===== src/rtl/neg_mult_pkg.sv =====
// Shared constants and the magnitude helper for the sign-magnitude multiplier.
package neg_mult_pkg;

    localparam int AW_DEF   = 27;
    localparam int BW_DEF   = 24;
    localparam int LATENCY  = 4;
    localparam int ABS_MAXW = 64;

    // Callers sign-extend to ABS_MAXW and keep the low W bits; for W < ABS_MAXW
    // the most-negative W-bit value yields 2^(W-1) without overflow.
    function automatic logic [ABS_MAXW-1:0] abs_u(input logic signed [ABS_MAXW-1:0] value);
        return value[ABS_MAXW-1] ? ABS_MAXW'(-value) : ABS_MAXW'(value);
    endfunction

endpackage


===== src/rtl/neg_mult_abs.sv =====
// Splits a W-bit two's-complement value into an unsigned W-bit magnitude and a sign bit.
module neg_mult_abs
    import neg_mult_pkg::*;
#(
    parameter int W = 8
) (
    input  logic signed [W-1:0] i_val,
    output logic        [W-1:0] o_mag,
    output logic                o_sign
);

    logic signed [ABS_MAXW-1:0]   w_ext;
    logic        [ABS_MAXW-1:0]   w_abs;
    logic        [ABS_MAXW-W-1:0] w_hi_unused;

    assign w_ext                = ABS_MAXW'(i_val);
    assign w_abs                = abs_u(w_ext);
    assign {w_hi_unused, o_mag} = w_abs;
    assign o_sign               = i_val[W-1];

endmodule


===== src/rtl/neg_mult.sv =====
// Four-stage pipelined signed multiplier: register, abs/sign, unsigned multiply, conditional negate.
module neg_mult
    import neg_mult_pkg::*;
#(
    parameter  int AW = AW_DEF,
    parameter  int BW = BW_DEF,
    localparam int MW = AW + BW
) (
    input  logic                 clk,
    input  logic                 rst_n,
    input  logic signed [AW-1:0] ain,
    input  logic signed [BW-1:0] bin,
    output logic signed [MW-1:0] prod
);

    logic [AW-1:0] r_a;
    logic [BW-1:0] r_b;
    logic [AW-1:0] w_mag_a;
    logic [BW-1:0] w_mag_b;
    logic          w_sign_a;
    logic          w_sign_b;
    logic [AW-1:0] r_mag_a;
    logic [BW-1:0] r_mag_b;
    logic          r_sign_s2;
    logic [MW-1:0] w_mag_p;
    logic [MW-1:0] r_mag_p;
    logic          r_sign_s3;
    logic [MW-1:0] w_neg_p;
    logic [MW-1:0] r_prod;

    neg_mult_abs #(.W(AW)) u_abs_a (
        .i_val  (r_a),
        .o_mag  (w_mag_a),
        .o_sign (w_sign_a)
    );

    neg_mult_abs #(.W(BW)) u_abs_b (
        .i_val  (r_b),
        .o_mag  (w_mag_b),
        .o_sign (w_sign_b)
    );

    assign w_mag_p = MW'(r_mag_a) * MW'(r_mag_b);
    // Two's-complement negation of a zero magnitude is zero, so sign=1 with mag=0 stays 0.
    assign w_neg_p = -r_mag_p;

    // NOTE: every pipeline stage resets to 0 asynchronously so an in-flight
    // result can never leak out after rst_n is asserted; non-blocking
    // assignments keep the stages shifting in lock-step.
    always_ff @(posedge clk or negedge rst_n) begin
        if (!rst_n) begin
            r_a       <= '0;
            r_b       <= '0;
            r_mag_a   <= '0;
            r_mag_b   <= '0;
            r_sign_s2 <= 1'b0;
            r_mag_p   <= '0;
            r_sign_s3 <= 1'b0;
            r_prod    <= '0;
        end else begin
            r_a       <= ain;
            r_b       <= bin;
            r_mag_a   <= w_mag_a;
            r_mag_b   <= w_mag_b;
            r_sign_s2 <= w_sign_a ^ w_sign_b;
            r_mag_p   <= w_mag_p;
            r_sign_s3 <= r_sign_s2;
            r_prod    <= r_sign_s3 ? w_neg_p : r_mag_p;
        end
    end

    assign prod = r_prod;

endmodule


===== config.mk =====
export PLATFORM = sky130hd
export DESIGN_NAME = neg_mult
export DESIGN_NICKNAME = d
export VERILOG_FILES = /design/src/rtl/neg_mult_pkg.sv /design/src/rtl/neg_mult_abs.sv /design/src/rtl/neg_mult.sv
export SDC_FILE = /design/constraint.sdc
export NUM_CORES = 2
export LEC_CHECK = 0
export BUFFER_PORTS_ARGS = -buffer_cell sky130_fd_sc_hd__buf_2
export CORE_UTILIZATION = 59
export CTS_CLUSTER_DIAMETER = 100
export DETAILED_ROUTE_END_ITERATION = 6
export PLACE_DENSITY = 0.8
export SLEW_MARGIN = 10
export SYNTH_ARGS = -nofsm -noshare
export SYNTH_HDL_FRONTEND = slang
export SYNTH_HIERARCHICAL = 1
export SYNTH_SLANG_ARGS = --single-unit

===== constraint.sdc =====
create_clock -name clk -period 6.1 [get_ports clk]
set_clock_uncertainty 0.05 [all_clocks]
set_input_delay 0.305 -clock clk [delete_from_list [all_inputs] [get_ports clk]]
set_output_delay 0.305 -clock clk [all_outputs]
set_load 0.01 [all_outputs]

==> impl_metrics.json <==
{
  "grt_pass1_vias": 25600,
  "dieArea_um2": 49400,
  "clkSinkCount": 206,
  "min_path_type": "in -> async",
  "synthArstFlopShare_pct": 100,
  "critPathMaxFanout": 5,
  "placed_area_um2": 31700,
  "die_h_um": 222,
  "slew_violations": 0,
  "setup_viol": 34,
  "relSlewSlack_pct": 32.4,
  "synthTopCellsByArea": "fa_1, dfrtp_1, inv_1",
  "die_w_um": 222,
  "utilization_pct": 74.0,
  "post-place-ws_ns": -0.881,
  "final_area_um2": 35400,
  "htree_levels": 1,
  "slowest_stage": "fa_2",
  "period_needed_ns": 6.90,
  "syn_avg_cell_area_um2": 9.64,
  "yosysUniqueCellTypes": 66,
  "ant_nets": 0,
  "rsz0062_at_grt": "yes",
  "worst_slew_pin_slew_ns": 1.01,
  "grt_pass1_wl_um": 132000,
  "syn-instance-count": 2969,
  "drt_iter0_drc": 1746,
  "num_rows": 80,
  "cts_tree": "done",
  "antenna_found_initial": 2,
  "ys.flop_type": "dfrtp_1",
  "synth_edf_count": 0,
  "drive_gt1_share_pct": 24.7,
  "nFillCells": 2916,
  "drt-total-wl_um": 84900,
  "status": "finished, violations left",
  "routabilityCongestion": 0.944,
  "vias": 23200,
  "tns_ns": -17.54,
  "synth_top_cell_by_area": "fa_1",
  "clkTransAtPathRegs_ns": 0.07,
  "start_kind": "flip-flop",
  "drt_first_pass_iters": 5,
  "crit_type": "reg -> reg",
  "ctsRootBufferMaster": "clkbuf_16",
  "grt.overflow.total": 0,
  "end_kind": "flip-flop",
  "path_common_cell": "fa_1",
  "slowest_delay_ns": 0.71,
  "syn_nets": 3750,
  "final_cell_mix": "inv_1, fa_1, nand2_1, buf_4, and2_1",
  "syn_area_um2": 28600,
  "fin_crit_sh_pct": 113,
  "synth_warnings": 6,
  "yosysSeqAreaShare_pct": 18.0,
  "routedWlPerCell_um": 21.0,
  "final_common_cell": "inv_1",
  "core_area_um2": 47700,
  "cp.arrival_ns": 7.31,
  "clockBufferDepth": 3,
  "synth_top_area_share_pct": 38.3,
  "path_cells": "buf_6 -> and2_4 -> fa_2 -> inv_2 -> fa_1 -> inv_2 -> fa_1 -> fa_2 -> fa_1 -> fa_1 -> inv_1 -> fa_1 -> inv_2 -> ha_4 -> a21oi_1 -> o21bai_1 -> a21oi_2 -> o221ai_2 -> nor3_4 -> buf_6 -> a211oi_4 -> or4_1 -> nand3_1",
  "finalHoldViolCount": 0,
  "post-dp-hpwl_um": 59300,
  "initial_utilization_pct": 59.9,
  "cts_buffers": 24,
  "areaGrowthSynthToFinish_pct": 23.6,
  "ioPinCount": 104,
  "drc": 0,
  "grt_usage_pct": 34.2,
  "port_buffers": 103,
  "fmax_mhz": 145,
  "maxCapViolCount": 0,
  "clk-insertion-delay-late_ns": 0.54,
  "synth-seq-cells": 206,
  "crit_required_ns": 6.51,
  "nNetsFinal": 4180,
  "violations": "negative setup slack",
  "vias_per_cell": 5.75,
  "grt_max_degree": 152,
  "worst_slack_ns": -0.797
}
-- area by class of cell --
class / instances / area (µm²) / area share [%]
multi-input cells: 1984 / 21700 / 61.3
flip-flops and latches: 206 / 5200 / 14.7
repair buffers: 550 / 4530 / 12.8
inverters: 633 / 2380 / 6.72
well taps: 615 / 769 / 2.18
clock buffers: 30 / 664 / 1.88
clock inverters: 14 / 145 / 0.411
diodes: 2 / 5.00 / 0.0142
-- metrics by stage --
stage | hold WS [ns] | cells
2_1_floorplan | -0.0406 | 2969
3_3_place_gp | 0.235 | 3813
3_5_place_dp | 0.243 | 3813
4_1_cts | 0.259 | 4000
5_1_grt | 0.297 | 4032
6_report | 0.249 | 4034
-- layer usage --
| metal | wire (µm) | up-vias | GRT usage [%] |
|---|---|---|---|
| met5 | 12 | - | 0 |
| met4 | 7090 | 2 | 24.4 |
| met3 | 7160 | 485 | 7.33 |
| met2 | 41700 | 1256 | 57.0 |
| met1 | 28900 | 11700 | 39.4 |
| li1 | - | 9754 | - |
-- state kept, by name, summed over array words and instances (netlist names) --
signal	flops
prod	51
r_mag_p	51
r_a	27
r_mag_a	27
r_b	24
r_mag_b	24
r_sign_s2	1
r_sign_s3	1
-- logic make-up after synthesis --
logic type | count (synthesis) | share of synthesized area (%)
AO/OA/AOI/OAI | 245 | 5.67
XOR/XNOR | 136 | 4.16
adder cells (fa/ha/maj) | 728 | 46.2
buffers and inverters | 779 | 10.3
flip-flops | 206 | 18.0
multiplexers | 1 | 0.0350
AND/OR/NAND/NOR | 874 | 15.6
-- Yosys cell counts, drive strengths merged, types with 13 or more instances --
library cell and instances:
fa 548, nand3 19, nand2 382, xor2 13, a21oi 59, nor3 25
nand2b 13, o21ai 60, a21o 17, nand4 18, inv 633, nor2 34
xnor2 123, o31ai 35, and2 333, dfrtp 206, or3 15, o21bai 15
clkbuf 140, ha 180
-- path summary, 6_finish.rpt --
check | start | end | slack [ns] | depth (start not counted)
worst max register to register | r_mag_b[12] | r_mag_p[43] | -0.80 | 23
worst max-delay path | r_mag_b[12] | r_mag_p[43] | -0.80 | 23
max in group asynchronous | rst_n | r_mag_a[6] | 4.43 | 3
worst min register to register | r_sign_s2 | r_sign_s3 | 0.32 | 0
min in group clk | r_sign_s2 | r_sign_s3 | 0.32 | 0
worst min-delay path | rst_n | prod[8] | 0.25 | 2
-- critical path: cells and delay by family, from the launching register on --
kind	cells	cell delay, ns
adder cells (fa/ha/maj)	8	4.07
AND/OR/NAND/NOR	4	1.01
AO/OA/AOI/OAI	5	0.67
buffers and inverters	6	0.52
flip-flops	1	0.49
-- repair_timing --
item                                    in CTS  in global routing
cloned                                       1                  1
gates resized for setup                    242                132
hold buffers                                52                  0
hold endpoints to repair                   106                  0
endpoints found under the setup margin      34                 38
buffers inserted                            93                 41
pin swaps                                  125                 95
Power is left out: the tool's default activity adds up to more than one toggle a clock period on the data nets, which glitch-free logic cannot reach.
